<file path="src/rtl/voice_match.sv">
// Voice template matcher: sweeps five RAMs in lockstep and accumulates the Hamming
// distance of the sample against four templates, then reports the closest one.
`timescale 1ns/1ps
module voice_match #(
  parameter int ADDR_WIDTH = 12,
  parameter int DATA_WIDTH = 32,
  parameter int NUM_WORDS  = 4096,
  parameter logic [ADDR_WIDTH+$clog2(DATA_WIDTH):0] THRESH = '1
) (
  input  logic                                    clk,
  input  logic                                    reset_L,
  input  logic                                    start,
  output logic [ADDR_WIDTH-1:0]                   ram_addr,
  input  logic [DATA_WIDTH-1:0]                   sample_in,
  input  logic [DATA_WIDTH-1:0]                   up_in,
  input  logic [DATA_WIDTH-1:0]                   down_in,
  input  logic [DATA_WIDTH-1:0]                   left_in,
  input  logic [DATA_WIDTH-1:0]                   right_in,
  output logic                                    busy,
  output logic [1:0]                              match,
  output logic [ADDR_WIDTH+$clog2(DATA_WIDTH):0]  min_dist,
  output logic                                    reject,
  output logic                                    match_valid
);

  localparam int DIST_W = ADDR_WIDTH + $clog2(DATA_WIDTH) + 1;
  localparam logic [ADDR_WIDTH-1:0] LAST_ADDR = ADDR_WIDTH'(NUM_WORDS - 1);

  typedef enum logic [2:0] {
    IDLE,
    SWEEP,
    DRAIN,
    COMPARE,
    DONE
  } state_t;

  state_t                  r_state;
  state_t                  w_next;
  logic [ADDR_WIDTH-1:0]   r_addr;
  logic [DIST_W-1:0]       r_acc [4];
  logic [DATA_WIDTH-1:0]   w_tmpl [4];
  logic                    w_last;
  logic                    w_acc_en;
  logic                    w_start_ok;
  logic                    w_busy;
  logic [1:0]              w_best_idx;
  logic [DIST_W-1:0]       w_best_dist;
  logic [1:0]              r_match;
  logic [DIST_W-1:0]       r_min_dist;
  logic                    r_reject;
  logic                    r_valid;

  function automatic logic [DIST_W-1:0] popcnt(input logic [DATA_WIDTH-1:0] v);
    logic [DIST_W-1:0] c;
    c = '0;
    for (int unsigned i = 0; i < DATA_WIDTH; i++) begin
      c = c + DIST_W'(v[i]);
    end
    return c;
  endfunction

  assign w_tmpl[0] = up_in;
  assign w_tmpl[1] = down_in;
  assign w_tmpl[2] = left_in;
  assign w_tmpl[3] = right_in;

  assign w_last     = (r_addr == LAST_ADDR);
  assign w_start_ok = (r_state == IDLE) && start;
  // Read data lags the address by one cycle, so the word for address k-1
  // arrives while address k is presented; DRAIN collects the final word.
  assign w_acc_en   = ((r_state == SWEEP) && (r_addr != '0)) || (r_state == DRAIN);

  always_ff @(posedge clk or negedge reset_L) begin
    if (!reset_L) begin
      r_state <= IDLE;
    end else begin
      r_state <= w_next;
    end
  end

  always_comb begin
    w_next = r_state;
    w_busy = 1'b0;
    case (r_state)
      IDLE: begin
        if (start) begin
          w_next = SWEEP;
        end
      end
      SWEEP: begin
        w_busy = 1'b1;
        if (w_last) begin
          w_next = DRAIN;
        end
      end
      DRAIN: begin
        w_busy = 1'b1;
        w_next = COMPARE;
      end
      COMPARE: begin
        w_busy = 1'b1;
        w_next = DONE;
      end
      DONE: begin
        w_next = IDLE;
      end
      default: begin
        w_next = IDLE;
      end
    endcase
  end

  always_ff @(posedge clk or negedge reset_L) begin
    if (!reset_L) begin
      r_addr <= '0;
    end else if ((r_state == SWEEP) && !w_last) begin
      r_addr <= r_addr + ADDR_WIDTH'(1);
    end else begin
      r_addr <= '0;
    end
  end

  always_ff @(posedge clk or negedge reset_L) begin
    if (!reset_L) begin
      for (int unsigned i = 0; i < 4; i++) begin
        r_acc[i] <= '0;
      end
    end else if (w_start_ok) begin
      for (int unsigned i = 0; i < 4; i++) begin
        r_acc[i] <= '0;
      end
    end else if (w_acc_en) begin
      for (int unsigned i = 0; i < 4; i++) begin
        r_acc[i] <= r_acc[i] + popcnt(sample_in ^ w_tmpl[i]);
      end
    end
  end

  // Strict less-than scanning upward keeps ties on the lowest template code.
  always_comb begin
    w_best_idx  = 2'd0;
    w_best_dist = r_acc[0];
    for (int unsigned i = 1; i < 4; i++) begin
      if (r_acc[i] < w_best_dist) begin
        w_best_dist = r_acc[i];
        w_best_idx  = 2'(i);
      end
    end
  end

  always_ff @(posedge clk or negedge reset_L) begin
    if (!reset_L) begin
      r_match    <= '0;
      r_min_dist <= '0;
      r_reject   <= 1'b0;
      r_valid    <= 1'b0;
    end else begin
      r_valid <= (r_state == COMPARE);
      if (r_state == COMPARE) begin
        r_match    <= w_best_idx;
        r_min_dist <= w_best_dist;
        r_reject   <= (w_best_dist > THRESH);
      end
    end
  end

  assign ram_addr    = r_addr;
  assign busy        = w_busy;
  assign match       = r_match;
  assign min_dist    = r_min_dist;
  assign reject      = r_reject;
  assign match_valid = r_valid;

endmodule

</file>
<file path="config.mk">
export PLATFORM = sky130hd
export DESIGN_NAME = voice_match
export DESIGN_NICKNAME = d
export VERILOG_FILES = /design/src/rtl/voice_match.sv
export SDC_FILE = /design/constraint.sdc
export NUM_CORES = 1
export LEC_CHECK = 0
export ABC_AREA = 1
export BUFFER_PORTS_ARGS = -buffer_cell sky130_fd_sc_hd__buf_2
export CORE_UTILIZATION = 53
export DETAILED_ROUTE_END_ITERATION = 6
export HOLD_SLACK_MARGIN = 0.03
export PLACE_DENSITY = 0.76
export REMOVE_ABC_BUFFERS = 1
export SLEW_MARGIN = 20
export SYNTH_ARGS = -nofsm -noshare
export SYNTH_HDL_FRONTEND = slang
export SYNTH_SLANG_ARGS = --single-unit
</file>
<file path="constraint.sdc">
create_clock -name clk -period 6.66 [get_ports clk]
set_input_delay 1.332 -clock clk [delete_from_list [all_inputs] [get_ports clk]]
set_output_delay 1.332 -clock clk [all_outputs]
set_load 0.02 [all_outputs]
</file>
Yosys cells after proc, flatten, opt, wreduce, memory -nomap -nowiden
Index checks and enable logic that the tools add are counted.
Word-level totals
  register bits after elaboration: 109
  input port bits: 163
Cells by class
  mux-type cells: 13
  $lt $le $gt $ge: 4
  reduce and logical (&&, ||, !) cells: 10
  equal/unequal tests: 6
  bitwise gates (word level): 4
  add/sub/neg operators: 129
Operator list (count)
  18-bit by 1-bit adder with 18-bit output: 56
  72-bit two-way mux: 2
  32-bit bitwise XOR: 4
  17-bit by 1-bit adder with 18-bit output: 4
  18-bit adder: 4
  16-bit by 1-bit adder with 17-bit output: 4
  15-bit by 1-bit adder with 16-bit output: 4
  14-bit by 1-bit adder with 15-bit output: 4
  13-bit by 1-bit adder with 14-bit output: 4
  18-bit less-than comparator: 3
  18-bit two-way mux: 3
  12-bit by 1-bit adder with 13-bit output: 4
  11-bit by 1-bit adder with 12-bit output: 4
  10-bit by 1-bit adder with 11-bit output: 4
  9-bit by 1-bit adder with 10-bit output: 4
  8-bit by 1-bit adder with 9-bit output: 4
  7-bit by 1-bit adder with 8-bit output: 4
  6-bit by 1-bit adder with 7-bit output: 4
  5-bit by 1-bit adder with 6-bit output: 4
  4-bit by 1-bit adder with 5-bit output: 4
  18-bit > comparator (second input constant): 1
  3-bit by 1-bit adder with 4-bit output: 4
  12-bit by 1-bit adder with 12-bit output (second input constant): 1
  2-bit by 1-bit adder with 3-bit output: 4
  other kinds (18): 28

Longest topological paths before layout
  depth in word-level cells: 35
  mapped depth: 39
  gate-level depth less buffers: 36

Worst setup path before layout
Ideal clock, no wire load.
  path kind: in2reg
  start point: input port sample_in[0]
  end point: register r_acc[16] (netlist bit)
  arrival time: 7358 ps
  buffers on the path: 1
  path slack: -802 ps
  setup time: 104 ps
  stages: 25
  data required time: 6556 ps
  cell sequence: clkbuf_1 -> xnor2_1 -> fa_1 -> inv_1 -> fa_1 -> fa_1 -> fa_1 -> fa_1 -> fa_1 -> inv_1 -> fa_1 -> fa_1 -> o31ai_1 -> a21oi_1 -> nor2_1 -> nor2_1 -> nor2_1 -> nor2_1 -> nor3_1 -> inv_1 -> nor3_2 -> inv_1 -> nor3_2 -> nand3_1 -> a221oi_1
Between the ends
  cells in the longest elaborated chain, start to end: 35
Ends and longest elaborated chain
  start: declaration: line 14  | input logic [DATA_WIDTH-1:0] sample_in,
  32-bit bitwise XOR: line 134  | r_acc[i] <= r_acc[i] + popcnt(sample_in ^ w_tmpl[i]);
  1-bit by 1-bit adder with 2-bit output: line 57  | c = c + DIST_W'(v[i]);
  2-bit by 1-bit adder with 3-bit output: line 57
  3-bit by 1-bit adder with 4-bit output: line 57
  4-bit by 1-bit adder with 5-bit output: line 57
  5-bit by 1-bit adder with 6-bit output: line 57
  6-bit by 1-bit adder with 7-bit output: line 57
  7-bit by 1-bit adder with 8-bit output: line 57
  [... 6 more ...]
  14-bit by 1-bit adder with 15-bit output: line 57
  15-bit by 1-bit adder with 16-bit output: line 57
  16-bit by 1-bit adder with 17-bit output: line 57
  17-bit by 1-bit adder with 18-bit output: line 57
  18-bit by 1-bit adder with 18-bit output (14 in a row): line 57
  18-bit adder: line 134
  72-bit two-way mux: line 132  | end else if (w_acc_en) begin
  72-bit two-way mux: line 128  | end else if (w_start_ok) begin
  end signal: indexed assignment: line 134
  end: declaration: line 40  | logic [DIST_W-1:0] r_acc [4];
Every way passes these cells. The select of a mux whose other input is x is not followed.
A chain may end at the register's enable or synchronous reset.

Worst setup path in the final report
  start point: input port sample_in[20]
  end point: register r_acc[30] (netlist bit)
Between the ends
  cells in the longest elaborated chain, start to end: 16
Ends and longest elaborated chain (line)
  32-bit bitwise XOR: 134
  18-bit by 1-bit adder with 18-bit output (12 in a row): 57
  18-bit adder: 134
  72-bit two-way mux: 132
  72-bit two-way mux: 128
Every way passes these cells. The select of a mux whose other input is x is not followed.

==> run_results.csv <==
group,metric,value,unit
status,status,"finished, violations left",
status,violations,"setup timing",
worst_setup_path,endpoint_kind,"flop",
yosys,yosys.cell_count.top_type,"nand2_1",
worst_hold_path,min_path_cells,2,
timing,setup_viol,23,
timing,max_freq,0.140,GHz
clocking,clockBufferDepth,2,
grt,antenna_found_initial,0,
clocking,cts_tree,"yes",
yosys,ys_seq_area_share,24.2,%
yosys,yosys-top-cells-area,"dfrtp_1 (24%), fa_1 (18%), ha_1 (12%)",
routing,wl_per_cell,17.6,µm
clocking,cts.sinks,109,
worst_setup_path,critical_path_arrival,7440,ps
floorplan,num_rows,52,
yosys,yosysUniqueCellTypes,50,
cells_and_area,n_antenna_cell,0,
routing,ant_nets,0,
yosys,netlist_instances,1299,
grt,grt_pass1_vias,10300,
clocking,cts-buffers-inserted,9,
timing,rsz0062_at_grt,"true",
clocking,clkTransAtPathRegs,80,ps
worst_setup_path,worstRegToRegCells,25,
floorplan,die_x,148,µm
routing,drc,0,
place,dp_hpwl,24.8,mm
routing,first_pass_iters,5,
yosys,syn_area_per_cell,8.68,µm²
timing,fin_crit_sh,107,%
cells_and_area,drive_above_1_share,29.9,%
timing,finalHoldViolCount,0,
worst_setup_path,cp_max_fo,3,
worst_setup_path,start_kind,"input pin",
worst_hold_path,hold_path_class,"flop to flop",
place,gp_congestion,0.937,
grt,grt_max_degree,58,
yosys,synth.cells.most_frequent,"nand2_1 (210), inv_1 (169), ha_1 (112), dfrtp_1 (109), fa_1 (104)",
worst_setup_path,worst-path-buf-inv,9,
timing,min_period,7150,ps
yosys,ys_ff_latch,109,
place,io_buffers,197,
worst_setup_path,crit_type,"input pin to flop",
floorplan,die_h,148,µm
timing,clock_skew,14.4,ps
timing,worst_pin_slew,1030,ps
yosys,synthesis.area,0.0113,mm²
worst_setup_path,required,6950,ps
floorplan,core-area,0.0206,mm²
worst_setup_path,cpMostUsedCell,"fa_1",
yosys,ys.flop_type,"dfrtp_1",
clocking,hold_buffers,0,
cells_and_area,syn2layout_area_growth,28.5,%
floorplan,initial_core_util,54.9,%
clocking,htree_num_levels,3,
floorplan,io_pins,198,
worst_setup_path,cp_top_family,"adder cells",
routing,vias,10300,
yosys,synth_edf_count,0,
worst_setup_path,cp_num_cells,28,
worst_setup_path,max_stage_delay,570,ps
yosys,synth_top_area_cell,"dfrtp_1",
job,max_cap_viol_count,0,
clocking,cts.root.buffer_cell,"clkbuf_16",
yosys,async_flop_share,100,%
cells_and_area,post-route-util,70.5,%
timing,setup_ws,-486,ps
clocking,clkLatencyLatePin,370,ps
grt,gr-total-overflow,0,
routing,vias_per_cell,5.51,
routing,routed_wl,32.8,mm
yosys,synth_top_area_share,24.2,%
grt,grt.total_usage,29.6,%
yosys,ys_warn_count,0,
floorplan,die_area,0.0219,mm²
timing,drv_slew,0,
cells_and_area,fin_nets,1970,
timing,relSlewSlack,30.8,%
worst_setup_path,cpMaxStageDelayCell,"fa_1",
grt,grt_pass1_wl,50.1,mm
routing,drtIter0Drc,714,
cells_and_area,nFillCells,1486,
## what timing repair did
item / in CTS / in global routing
setup buffers: 44 / 22
pin swaps: 57 / 94
endpoints found under the hold margin: 0 / 0
setup endpoints to repair: 34 / 63
gates resized for setup: 108 / 97
cloned: 0 / 1
## tightest hold or removal path: stages (launching register included)
cell	delay, ps
dfrtp_1	350
nand2_1	50
nand2_1	50
## sequential cells by signal, indices dropped and copies added (netlist names)
| register | flops |
|---|---|
| match | 2 |
| r_state | 3 |
| min_dist | 18 |
| reject | 1 |
| r_acc | 72 |
| match_valid | 1 |
| ram_addr | 12 |
## cells by family (layout without fill, tap and decap cells)
| logic type | Yosys count | in the layout | synth area share, % |
|---|---|---|---|
| AOI/OAI and AO/OA | 201 | 201 | 9.98 |
| buffers and inverters | 210 | 506 | 7.23 |
| DFF | 109 | 109 | 24.2 |
| and+or+nand+nor | 418 | 419 | 16.5 |
| adders and majority gates | 216 | 216 | 30.9 |
| xor gates and xnor gates | 145 | 145 | 11.3 |
## area by class of cell
| type | instances | area, µm² | area share [%] |
|---|---|---|---|
| clock buffers | 9 | 225 | 1.55 |
| multi-input cells | 981 | 8420 | 58.1 |
| clock inverters | 7 | 78.8 | 0.544 |
| flip-flops and latches | 109 | 2730 | 18.8 |
| inverters | 174 | 653 | 4.51 |
| well taps | 270 | 338 | 2.33 |
| repair buffers | 316 | 2050 | 14.2 |
## metal layers
metal	global-route usage, %	up-vias	routed length (µm)
met5	0	-	0
met4	7.63	0	857
met3	6.20	72	2310
met2	49.3	381	16300
met1	39.2	5020	13400
li1	-	4813	-
## worst paths after layout
kind	start	to	slack (ps)
setup / recovery	sample_in[20]	r_acc[30]$_DFFE_PN0P_	-490
hold / removal	min_dist[11]$_DFFE_PN0P_	min_dist[11]$_DFFE_PN0P_	480
setup reg to reg	r_acc[18]$_DFFE_PN0P_	r_acc[30]$_DFFE_PN0P_	510
hold reg to reg	min_dist[11]$_DFFE_PN0P_	min_dist[11]$_DFFE_PN0P_	480
max in group asynchronous	reset_L	r_acc[40]$_DFFE_PN0P_	4460
min in group asynchronous	reset_L	r_acc[9]$_DFFE_PN0P_	1030
## cell usage in the layout, fill, tap and decap left out, types with 4 or more instances in the layout
master     netlist  layout
a21oi_1         72      62
a21oi_2          2      11
buf_2            7     184
buf_4            1      97
buf_6            2      32
clkbuf_16        0       9
dfrtp_1        109     109
fa_1           104      94
fa_2             0      10
ha_1           112     112
inv_1          169     152
inv_2            3      19
nand2_1        210     204
nand2_2          8      11
nand2_4          2       4
nand3_1         53      49
nand3_2          1       5
nand4_1         10      10
nor2_1          69      54
nor2_2           1      12
nor2_4           1       5
nor3_1          37      23
nor3_2           2      13
nor3b_1          6       5
nor4_4           0       4
o21ai_0         68      57
o21ai_1         13      20
o22ai_1         16      16
xnor2_1         51      48
xor2_1          94      72
xor2_2           0      20
## through the flow
stage                     cell area [µm²]  std cells  worst slack, ps  hold WS [ps]  setup TNS [ps]
after floorplan                     11100       1263             -649           453           -5880
after global placement              13000       1810            -1030           459          -24910
after detailed placement            13000       1810            -1190           462          -30310
after CTS                           14100       1868             -468           482           -5100
after global routing                14500       1866             -704           497          -11500
final                               14500       1866             -486           481           -5840
Power is not shown: default switching activity piles up to over one toggle a cycle in this logic, so the estimate is an artifact.
